==> src/rtl/adder_mult_sequencer_pkg.sv <==
// ============================================================================
// Module : adder_mult_sequencer_pkg
// Brief  : Shared state encodings and sizes for the shift-and-add multiplier.
// Rev    : 1.0
// ============================================================================
`default_nettype none

package adder_mult_sequencer_pkg;

  localparam int WIDTH  = 8;
  localparam int PROD_W = 16;

  localparam logic [2:0] LAST_STEP = 3'd7;

  typedef enum logic [1:0] {
    ST_IDLE  = 2'd0,
    ST_ADD   = 2'd1,
    ST_SHIFT = 2'd2,
    ST_DONE  = 2'd3
  } state_t;

endpackage

`default_nettype wire

==> src/rtl/full_adder_8bit.sv <==
// ============================================================================
// Module : full_adder_8bit
// Brief  : 8-bit ripple-carry adder, no carry-in, carry-out exported.
// Rev    : 1.0
// ============================================================================
`default_nettype none

module full_adder_8bit (
  input  logic [7:0] a,
  input  logic [7:0] b,
  output logic       cout,
  output logic [7:0] s
);

  logic [8:0] w_carry;

  assign w_carry[0] = 1'b0;

  for (genvar i = 0; i < 8; i++) begin : g_bit
    assign s[i]           = a[i] ^ b[i] ^ w_carry[i];
    assign w_carry[i + 1] = (a[i] & b[i]) | (w_carry[i] & (a[i] ^ b[i]));
  end

  assign cout = w_carry[8];

endmodule

`default_nettype wire

==> src/rtl/adder_mult_sequencer.sv <==
// ============================================================================
// Module : adder_mult_sequencer
// Brief  : 8x8 unsigned shift-and-add multiplier reusing one 8-bit adder
//          over 8 add/shift steps; fixed 17-cycle latency, one-cycle done.
// Rev    : 1.0
// ============================================================================
`default_nettype none

module adder_mult_sequencer #(
  parameter int WIDTH = 8,
  parameter int CNT_W = 3
) (
  input  logic                 clk,
  input  logic                 rst,
  input  logic                 start,
  input  logic [WIDTH-1:0]     a,
  input  logic [WIDTH-1:0]     b,
  output logic                 busy,
  output logic                 done,
  output logic [2*WIDTH-1:0]   product
);

  import adder_mult_sequencer_pkg::*;

  state_t             r_state;
  logic [WIDTH-1:0]   r_mcand;
  logic [WIDTH-1:0]   r_acc_hi;
  logic [WIDTH-1:0]   r_acc_lo;
  logic               r_c;
  logic [CNT_W-1:0]   r_cnt;

  logic [WIDTH-1:0]   w_add_b;
  logic [WIDTH-1:0]   w_sum;
  logic               w_cout;

  // Partial product: the multiplicand only when the current multiplier LSB is set.
  assign w_add_b = r_acc_lo[0] ? r_mcand : '0;

  full_adder_8bit u_adder (
    .a    (r_acc_hi),
    .b    (w_add_b),
    .cout (w_cout),
    .s    (w_sum)
  );

  always_ff @(posedge clk) begin
    if (rst) begin
      r_state  <= ST_IDLE;
      r_mcand  <= '0;
      r_acc_hi <= '0;
      r_acc_lo <= '0;
      r_c      <= 1'b0;
      r_cnt    <= '0;
      busy     <= 1'b0;
      done     <= 1'b0;
      product  <= '0;
    end else begin
      case (r_state)
        ST_IDLE: begin
          done <= 1'b0;
          if (start) begin
            r_mcand  <= a;
            r_acc_lo <= b;
            r_acc_hi <= '0;
            r_c      <= 1'b0;
            r_cnt    <= '0;
            busy     <= 1'b1;
            r_state  <= ST_ADD;
          end
        end
        ST_ADD: begin
          r_acc_hi <= w_sum;
          r_c      <= w_cout;
          r_state  <= ST_SHIFT;
        end
        ST_SHIFT: begin
          // Carry drops into the top of acc_hi; consumed multiplier bit falls out.
          {r_c, r_acc_hi, r_acc_lo} <= {1'b0, r_c, r_acc_hi, r_acc_lo[WIDTH-1:1]};
          if (r_cnt == LAST_STEP) begin
            r_state <= ST_DONE;
          end else begin
            r_cnt   <= r_cnt + CNT_W'(1);
            r_state <= ST_ADD;
          end
        end
        ST_DONE: begin
          product <= {r_acc_hi, r_acc_lo};
          done    <= 1'b1;
          busy    <= 1'b0;
          r_state <= ST_IDLE;
        end
        default: begin
          r_state <= ST_IDLE;
        end
      endcase
    end
  end

endmodule

`default_nettype wire
==> config.mk <==
export PLATFORM = sky130hd
export DESIGN_NAME = adder_mult_sequencer
export DESIGN_NICKNAME = d
export VERILOG_FILES = /design/src/rtl/adder_mult_sequencer_pkg.sv /design/src/rtl/full_adder_8bit.sv /design/src/rtl/adder_mult_sequencer.sv
export SDC_FILE = /design/constraint.sdc
export NUM_CORES = 1
export LEC_CHECK = 0
export ABC_AREA = 1
export BUFFER_PORTS_ARGS = -buffer_cell sky130_fd_sc_hd__buf_2
export CORE_MARGIN = 2
export CORE_UTILIZATION = 40
export CTS_CLUSTER_SIZE = 40
export DETAILED_ROUTE_END_ITERATION = 10
export PLACE_DENSITY = 0.6
export SLEW_MARGIN = 5
export SYNTH_ARGS = -nofsm -noshare
export SYNTH_HDL_FRONTEND = slang
export SYNTH_HIERARCHICAL = 1
export SYNTH_SLANG_ARGS = --single-unit
==> constraint.sdc <==
create_clock -name clk -period 8.71 [get_ports clk]
set_input_delay 0.4355 -clock clk [delete_from_list [all_inputs] [get_ports clk]]
set_output_delay 0.4355 -clock clk [all_outputs]
set_load 0.05 [all_outputs]
==> impl_table.tex, run 1 <==
\begin{tabular}{lr}
\hline
Metric & Value \\
\hline
\multicolumn{2}{l}{\textbf{Clock network}} \\
\quad Clock root buffer master & clkbuf\_8 \\
\quad TritonCTS Buffers & 5 \\
\quad Number of levels in the clock H-tree & 2 \\
\quad Clock tree from TritonCTS & yes \\
\quad Maximum number of buffers from clock root to sink & 2 \\
\quad Clock transition at the registers of the reported paths & 0.09 ns \\
\quad Hold-fix buffers, CTS & 0 \\
\quad Post-cts sizing count & 0 \\
\quad Clock latency at the later pin of the worst-skew pair & 0.30 ns \\
\quad Setup bufs post-CTS & 0 \\
\quad Total number of clock tree sinks & 48 \\
\multicolumn{2}{l}{\textbf{Worst setup path}} \\
\quad Critical Path Sink Type & flip-flop \\
\quad Startpoint types & flip-flop \\
\quad Longest individual stage delay on the worst path & 0.41 ns \\
\quad Crit path kind & flip-flop to flip-flop \\
\quad Most common cell type on the critical path & fa\_1 \\
\quad Category of cells accounting for the largest share of critical-path delay & adder cells \\
\quad CP Data Arrival Time & 3.98 ns \\
\quad Combined buffer and inverter count along the critical path & 5 \\
\quad R2R setup slack & 4.96 ns \\
\quad Cell-by-cell trace of the critical path & nand2\_1, inv\_1, ha\_1, inv\_1, fa\_1, inv\_1, fa\_1, fa\_1, fa\_1, fa\_1, fa\_1, inv\_1, fa\_1, inv\_1, nand2\_1, nand2\_1, nand2\_1, a21oi\_1 \\
\quad Standard cell with the maximum stage delay on the critical path & fa\_1 \\
\quad Largest fanout on the critical path & 10 \\
\quad Required time of the critical path & 8.94 ns \\
\multicolumn{2}{l}{\textbf{Synthesis}} \\
\quad Syn Nets & 360 \\
\quad Number of distinct library cells after synthesis & 20 \\
\quad Gate Count Post-Synth & 325 \\
\quad Ranking of synthesized cells by instance count & nand2\_1, nor2\_1, dfxtp\_1, o21ai\_0, inv\_1 \\
\quad Flip-flop and latch count after synthesis & 48 \\
\quad Post-synthesis async set-or-reset flop share & 0\% \\
\quad Adder-cell share of the synthesized area & 10.8\% \\
\quad Proportion of netlist area held by the largest area contributor & 41.0\% \\
\quad Post-synthesis compound-gate area fraction & 10.5\% \\
\quad Combinational family with the most area after synthesis & simple AND/OR/NAND/NOR gates \\
\quad Number of enable-type register cells in the synthesized netlist & 0 \\
\quad XOR/XNOR share of the synthesized area & 0\% \\
\quad Netlist area before placement & 0.00234 mm2 \\
\quad Most instantiated library cell after synthesis & nand2\_1 \\
\quad Fraction of the mapped netlist area in simple logic gates & 28.4\% \\
\quad Number of synthesis warnings & 6 \\
\quad Mapped Avg Cell Area & 7.21 um2 \\
\quad Mux cell area share after synthesis & 0\% \\
\quad Dominant cells by area after synthesis & dfxtp\_1, nand2\_1, nor2\_1 \\
\quad Sequential-to-total area share from yosys stat & 41.0\% \\
\quad Primary flip-flop cell chosen by synthesis mapping & dfxtp\_1 \\
\quad Library cell occupying the most area in the post-synthesis netlist & dfxtp\_1 \\
\multicolumn{2}{l}{\textbf{Timing}} \\
\quad Fin Setup TNS & 0 ns \\
\quad Pins over their slew limit & 0 \\
\quad Number of failing hold endpoints at the final stage & 0 \\
\quad Layout Skew & 0.00478 ns \\
\quad Final setup violating endpoints & 0 \\
\quad Pin slew with the least headroom to its limit & 0.838 ns \\
\quad Final clock period utilization by the worst path & 43.0\% \\
\quad Max-slew headroom & 44.1\% \\
\quad Achievable clock frequency & 267 MHz \\
\quad RSZ-0062 raised after global routing & false \\
\quad Worst setup slack after layout & 4.96 ns \\
\quad Min Clock Period, post-route & 3.75 ns \\
\quad Final hold slack & 0.364 ns \\
\multicolumn{2}{l}{\textbf{Power and ir drop}} \\
\quad Total power divided by cell area & 210 mW/mm2 \\
\quad Fraction of power spent switching nets & 32.0\% \\
\quad Power spent charging and discharging nets & 177 uW \\
\quad Power share of the sequential group & 46.2\% \\
\quad Clock network fraction of total power & 32.0\% \\
\quad Total power draw & 552 uW \\
\quad Peak supply drop & 0.0779 mV \\
\quad Static Leak & 0.00138 uW \\
\quad Part of the power in combinational logic & 21.8\% \\
\quad Internal portion of total power & 375 uW \\
\multicolumn{2}{l}{\textbf{Global routing}} \\
\quad Leftover overflow at the end of global routing & 0 \\
\quad Vias in the first global route & 1763 \\
\quad Global-route wire length before repair & 8600 um \\
\quad Total routing usage reported by global routing & 17.1\% \\
\quad Antenna violations before repair & 0 \\
\quad Maximum number of pins on one net before global-route repair & 39 \\
\multicolumn{2}{l}{\textbf{Floorplan}} \\
\quad Initial core utilization & 42.1\% \\
\quad Core area & 0.00557 mm2 \\
\quad Placement row count & 27 \\
\quad Height of the die & 80.6 um \\
\quad DIE AREA & 0.00649 mm2 \\
\quad Die outline width & 80.6 um \\
\quad Total I/O pin count & 37 \\
\multicolumn{2}{l}{\textbf{Place}} \\
\quad Placed cell areas & 0.00250 mm2 \\
\quad Count of port buffers added during placement & 36 \\
\quad Routability Congestion & 0.755 \\
\quad Detailed placement HPWL & 3500 um \\
\quad Worst slack, placed & 4.99 ns \\
\multicolumn{2}{l}{\textbf{Cells and area}} \\
\quad Non-Filler Cell Area, Final & 0.00263 mm2 \\
\quad Net count of the finished layout & 388 \\
\quad Fraction of layout cells with a size suffix above 1 & 15.3\% \\
\quad Area Overhead vs Synth & 12.2\% \\
\quad Ant diodes & 0 \\
\multicolumn{2}{l}{\textbf{Routing}} \\
\quad Number of iterations in the first detailed-routing pass & 4 \\
\quad Total wire length after detailed routing & 5150 um \\
\quad Antenna-violating nets left & 0 \\
\quad Per-cell via count in the routed design & 4.68 \\
\quad Vias after detailed routing & 1993 \\
\quad Final routed DRC violation total & 0 \\
\quad Wire length per cell after detailed routing & 12.1 um \\
\quad DRC marker count from the first detailed-route iteration & 107 \\
\multicolumn{2}{l}{\textbf{Status}} \\
\quad Run status & complete, no violations \\
\multicolumn{2}{l}{\textbf{Job}} \\
\quad Max-cap violation count & 0 \\
\multicolumn{2}{l}{\textbf{Min path}} \\
\quad Type of the worst min-delay path & input pin to flip-flop \\
\hline
\end{tabular}
## area by class of cell
class / instances / area, um2
Fill cell: 579 / 2940
Clock buffer: 7 / 96.3
Tap cell: 72 / 90.1
Sequential cell: 48 / 961
Multi-Input combinational cell: 233 / 1160
Inverter: 29 / 109
Timing Repair Buffer: 36 / 180
Clock inverter: 1 / 30.0
## flip-flops by register name, indices dropped and copies added (netlist names)
register / count
r_mcand: 8
r_acc_lo: 8
done: 1
r_cnt: 3
r_c: 1
r_state: 2
busy: 1
product: 16
r_acc_hi: 8
## tightest hold or removal path: cells and delay by family
kind	cells	cell delay (ns)
and+or+nand+nor	1	0.07
AOI/OAI and AO/OA	1	0.05
buffers and inverters	1	0.07
## power by group through the flow
stage / sequential (uW) / combinational, uW / clock [uW]
after floorplan: 276 / 80.8 / 0
after global placement: 260 / 120 / 0
after detailed placement: 260 / 121 / 0
after CTS: 255 / 122 / 180
after global routing: 258 / 137 / 188
final: 255 / 121 / 177
## kinds of logic (layout without fill, tap and decap cells)
family | after synthesis | count (layout)
compound gates | 49 | 49
simple gates | 168 | 168
buf+inv | 44 | 73
fa+ha+maj | 16 | 16
flops | 48 | 48
## metrics by stage
stage,cells,util [%]
2_1_floorplan,325,-
3_3_place_gp,418,44.9
3_5_place_dp,418,44.9
4_1_cts,426,47.2
5_1_grt,426,47.2
6_report,426,47.2
## per-layer routing
metal / wire length [um] / track usage [%] / vias to the layer above
met3: 224 / 3.82 / 6
li1: - / - / 1062
met5: 0 / 0 / -
met4: 44 / 3.73 / 0
met2: 2270 / 27.4 / 36
met1: 2610 / 23.6 / 889
## worst paths after layout
| path | startpoint | endpoint | cells after the start |
|---|---|---|---|
| worst min register to register | r_cnt[1] | r_cnt[1] | 2 |
| worst max register to register | r_acc_lo[0] | r_acc_hi[7] | 18 |
| worst min-delay path | a[5] | r_mcand[5] | 3 |
| worst max-delay path | r_acc_lo[0] | r_acc_hi[7] | 18 |
## placed cells by master (no fill, tap or decap)
master | synthesis | routed
nand2_1 | 77 | 77
nor2_1 | 71 | 71
dfxtp_1 | 48 | 48
buf_2 | 5 | 36
o21ai_0 | 29 | 29
inv_1 | 24 | 24
a21oi_1 | 14 | 14
nand3_1 | 14 | 14
ha_1 | 9 | 9
clkbuf_8 | 0 | 7
fa_1 | 7 | 7
o21ai_1 | 6 | 6
inv_2 | 5 | 5
nand2_2 | 4 | 4
nor3_1 | 1 | 1
nor2_4 | 1 | 1
bufinv_16 | 0 | 1
Note: power is estimated with default switching activity, not from simulation.
==> run 2, diff against run 1 <==
==> constraint.sdc (replaced) <==
create_clock -name clk -period 3.7 [get_ports clk]
set_input_delay 0.185 -clock clk [delete_from_list [all_inputs] [get_ports clk]]
set_output_delay 0.185 -clock clk [all_outputs]
set_load 0.05 [all_outputs]
==> run 2 against run 1 <==
Routed wire length shrank 1.6%; sequential power increased by 130%; largest cell class unchanged; non-clock buffer count grew 1; critical path type unchanged; maximum frequency grew 7.9%; clock-buffer cell count unchanged; first-iteration DRC count shrank 1.9%; setup slack lost 4.7 ns; largest power group unchanged; power is 120% higher.
==> impl_table.tex, run 2 (synthesis gave the netlist of run 1 again) <==
\begin{tabular}{lr}
\hline
Metric & Value \\
\hline
\multicolumn{2}{l}{\textbf{Power and ir drop}} \\
\quad Power share of the sequential group & 49.6\% (+3.4 points) \\
\quad Fraction of power spent switching nets & 33.7\% (+1.7 points) \\
\quad Peak supply drop & 0.175 mV (+120\%) \\
\quad Total power draw & 1200 uW (+120\%) \\
\quad Clock network fraction of total power & 26.6\% (-5.4 points) \\
\quad Total power divided by cell area & 461 mW/mm2 (+120\%) \\
\quad Static Leak & 0.00135 uW (-1.6\%) \\
\quad Part of the power in combinational logic & 23.8\% (+2.0 points) \\
\quad Power spent charging and discharging nets & 406 uW (+130\%) \\
\quad Internal portion of total power & 799 uW (+110\%) \\
\multicolumn{2}{l}{\textbf{Job}} \\
\quad Max-cap violation count & 0 (unchanged) \\
\multicolumn{2}{l}{\textbf{Worst setup path}} \\
\quad Cell-by-cell trace of the critical path & nand2\_1, inv\_1, ha\_1, inv\_1, fa\_1, inv\_1, fa\_1, fa\_2, fa\_2, fa\_2, fa\_1, inv\_1, fa\_1, inv\_1, nand2\_1, nand2\_1, nand2\_1, a21oi\_1 \\
\quad Category of cells accounting for the largest share of critical-path delay & adder cells \\
\quad Required time of the critical path & 3.93 ns (-5.01 ns) \\
\quad Standard cell with the maximum stage delay on the critical path & fa\_1 \\
\quad Critical Path Sink Type & flip-flop \\
\quad CP Data Arrival Time & 3.70 ns (-0.28 ns) \\
\quad Most common cell type on the critical path & inv\_1 \\
\quad Startpoint types & flip-flop \\
\quad Crit path kind & flip-flop to flip-flop \\
\quad Combined buffer and inverter count along the critical path & 5 (unchanged) \\
\quad Longest individual stage delay on the worst path & 0.40 ns (about the same) \\
\quad Largest fanout on the critical path & 3 (-7) \\
\multicolumn{2}{l}{\textbf{Place}} \\
\quad Count of port buffers added during placement & 36 (unchanged) \\
\quad Number of placed instances with taps included & 419 (+0.24\%) \\
\quad Routability Congestion & 0.776 (+2.7\%) \\
\quad Detailed placement HPWL & 3510 um (+0.23\%) \\
\multicolumn{2}{l}{\textbf{Routing}} \\
\quad Per-cell via count in the routed design & 4.71 (+0.77\%) \\
\quad Wire length per cell after detailed routing & 11.9 um (-1.8\%) \\
\quad Antenna-violating nets left & 0 (unchanged) \\
\quad Number of iterations in the first detailed-routing pass & 4 (unchanged) \\
\quad Final routed DRC violation total & 0 (unchanged) \\
\quad Total wire length after detailed routing & 5060 um (-1.6\%) \\
\quad Vias after detailed routing & 2013 (+1.0\%) \\
\quad DRC marker count from the first detailed-route iteration & 105 (-1.9\%) \\
\multicolumn{2}{l}{\textbf{Global routing}} \\
\quad Global-route wire length before repair & 8650 um (+0.56\%) \\
\quad Vias in the first global route & 1820 (+3.2\%) \\
\quad Total routing usage reported by global routing & 17.5\% (+0.32 points) \\
\quad Maximum number of pins on one net before global-route repair & 39 (unchanged) \\
\quad Antenna violations before repair & 0 (unchanged) \\
\quad Leftover overflow at the end of global routing & 0 (unchanged) \\
\multicolumn{2}{l}{\textbf{Cells and area}} \\
\quad Most common library cell in the layout ignoring fill and taps & nand2\_1 \\
\quad Number of flip-flops under the largest register name & 16 (unchanged) \\
\quad Fin util & 46.9\% (-0.31 points) \\
\quad Ant diodes & 0 (unchanged) \\
\quad Fraction of layout cells with a size suffix above 1 & 16.1\% (+0.80 points) \\
\quad Net count of the finished layout & 389 (+0.26\%) \\
\quad Most frequent cells in the layout & nand2\_1, nor2\_1, dfxtp\_1, buf\_2, o21ai\_0 \\
\quad Register with the highest flop count & product \\
\quad Final Instance Count excl. Fillers & 427 (+0.23\%) \\
\quad Area Overhead vs Synth & 11.5\% \\
\multicolumn{2}{l}{\textbf{Timing}} \\
\quad Fin Setup TNS & 0 ns (unchanged) \\
\quad Final setup violating endpoints & 0 (unchanged) \\
\quad Min Clock Period, post-route & 3.47 ns (-0.274 ns) \\
\quad Final clock period utilization by the worst path & 93.8\% (+51 points) \\
\quad Achievable clock frequency & 288 MHz (+7.9\%) \\
\quad Pins over their slew limit & 0 (unchanged) \\
\quad Pin slew with the least headroom to its limit & 0.841 ns (+0.00316 ns) \\
\quad RSZ-0062 raised after global routing & false \\
\quad Max-slew headroom & 43.9\% (-0.21 points) \\
\quad Number of failing hold endpoints at the final stage & 0 (unchanged) \\
\quad Layout Skew & 0.00795 ns (+0.00317 ns) \\
\multicolumn{2}{l}{\textbf{Status}} \\
\quad Run status & complete, no violations \\
\multicolumn{2}{l}{\textbf{Floorplan}} \\
\quad Placement row count & 27 (unchanged) \\
\quad Total I/O pin count & 37 (unchanged) \\
\quad DIE AREA & 0.00649 mm2 (unchanged) \\
\quad Height of the die & 80.6 um (unchanged) \\
\quad Core area & 0.00557 mm2 (unchanged) \\
\quad Initial core utilization & 42.1\% (unchanged) \\
\quad Die outline width & 80.6 um (unchanged) \\
\multicolumn{2}{l}{\textbf{Min path}} \\
\quad Type of the worst min-delay path & input pin to flip-flop \\
\multicolumn{2}{l}{\textbf{Clock network}} \\
\quad Clock transition at the registers of the reported paths & 0.08 ns (about the same) \\
\quad TritonCTS Buffers & 5 (unchanged) \\
\quad Clock root buffer master & clkbuf\_8 \\
\quad Clock latency at the later pin of the worst-skew pair & 0.30 ns (about the same) \\
\quad Setup bufs post-CTS & 0 (unchanged) \\
\quad Total number of clock tree sinks & 48 (unchanged) \\
\quad Maximum number of buffers from clock root to sink & 2 (unchanged) \\
\quad Clock tree from TritonCTS & yes \\
\quad Number of levels in the clock H-tree & 2 (unchanged) \\
\hline
\end{tabular}
run 2: cell types whose count changed in the layout (fill, tap and decap cells not counted):
cell and change:
fa_1 -3, clkinvlp_4 +1, fa_2 +3, clkbuf_1 +1
bufinv_16 -1, buf_4 +1, clkbuf_8 -1
run 2: repair_timing:
action,4_1_cts,5_1_grt
endpoints found under the setup margin,0,1
gates resized for setup,0,3
hold buffers,0,0
hold endpoints to repair,0,0
run 2: per-stage QoR:
step / hold WS [ns] / setup WS [ns] / instance area [um2]
2_1_floorplan: 0.330 / 0.0463 / 2340
3_3_place_gp: 0.419 / 0.137 / 2510
3_5_place_dp: 0.426 / 0.0969 / 2510
4_1_cts: 0.111 / 0.0736 / 2610
5_1_grt: 0.124 / 0.0312 / 2610
6_report: 0.116 / 0.228 / 2610
run 2: power by group through the flow:
| stage | Clock, uW | Sequential, uW | Combinational (uW) |
|---|---|---|---|
| after floorplan | 0 | 650 | 190 |
| after global placement | 0 | 608 | 287 |
| after detailed placement | 0 | 610 | 290 |
| after CTS | 331 | 598 | 291 |
| after global routing | 358 | 603 | 328 |
| final | 320 | 597 | 287 |
run 2: final timing paths:
path / start / end / slack, ns / depth (start not counted)
setup / recovery: r_acc_lo[0] / r_acc_hi[7] / 0.23 / 18
setup reg to reg: r_acc_lo[0] / r_acc_hi[7] / 0.23 / 18
hold reg to reg: r_mcand[5] / r_mcand[5] / 0.49 / 2
hold / removal: a[5] / r_mcand[5] / 0.12 / 3
run 2: worst min-delay path, stage by stage:
cell	delay (ns)
buf_2	0.07
o21ai_1	0.05
nor2_1	0.07
run 2: layout make-up:
type | count | area (um2)
Clock inverter | 1 | 7.51
Sequential cell | 48 | 961
Multi-Input combinational cell | 233 | 1170
Fill cell | 622 | 2960
Timing Repair Buffer | 37 | 188
Inverter | 29 | 109
Tap cell | 72 | 90.1
Clock buffer | 7 | 86.3
run 2: per-layer routing:
| metal | track usage [%] | part of all wire (%) | vias to the layer above |
|---|---|---|---|
| met5 | 0 | 0 | - |
| met4 | 5.08 | 1.2 | 0 |
| met1 | 22.7 | 49 | 896 |
| met2 | 28.9 | 45 | 45 |
| li1 | - | - | 1066 |
| met3 | 3.93 | 5.0 | 6 |
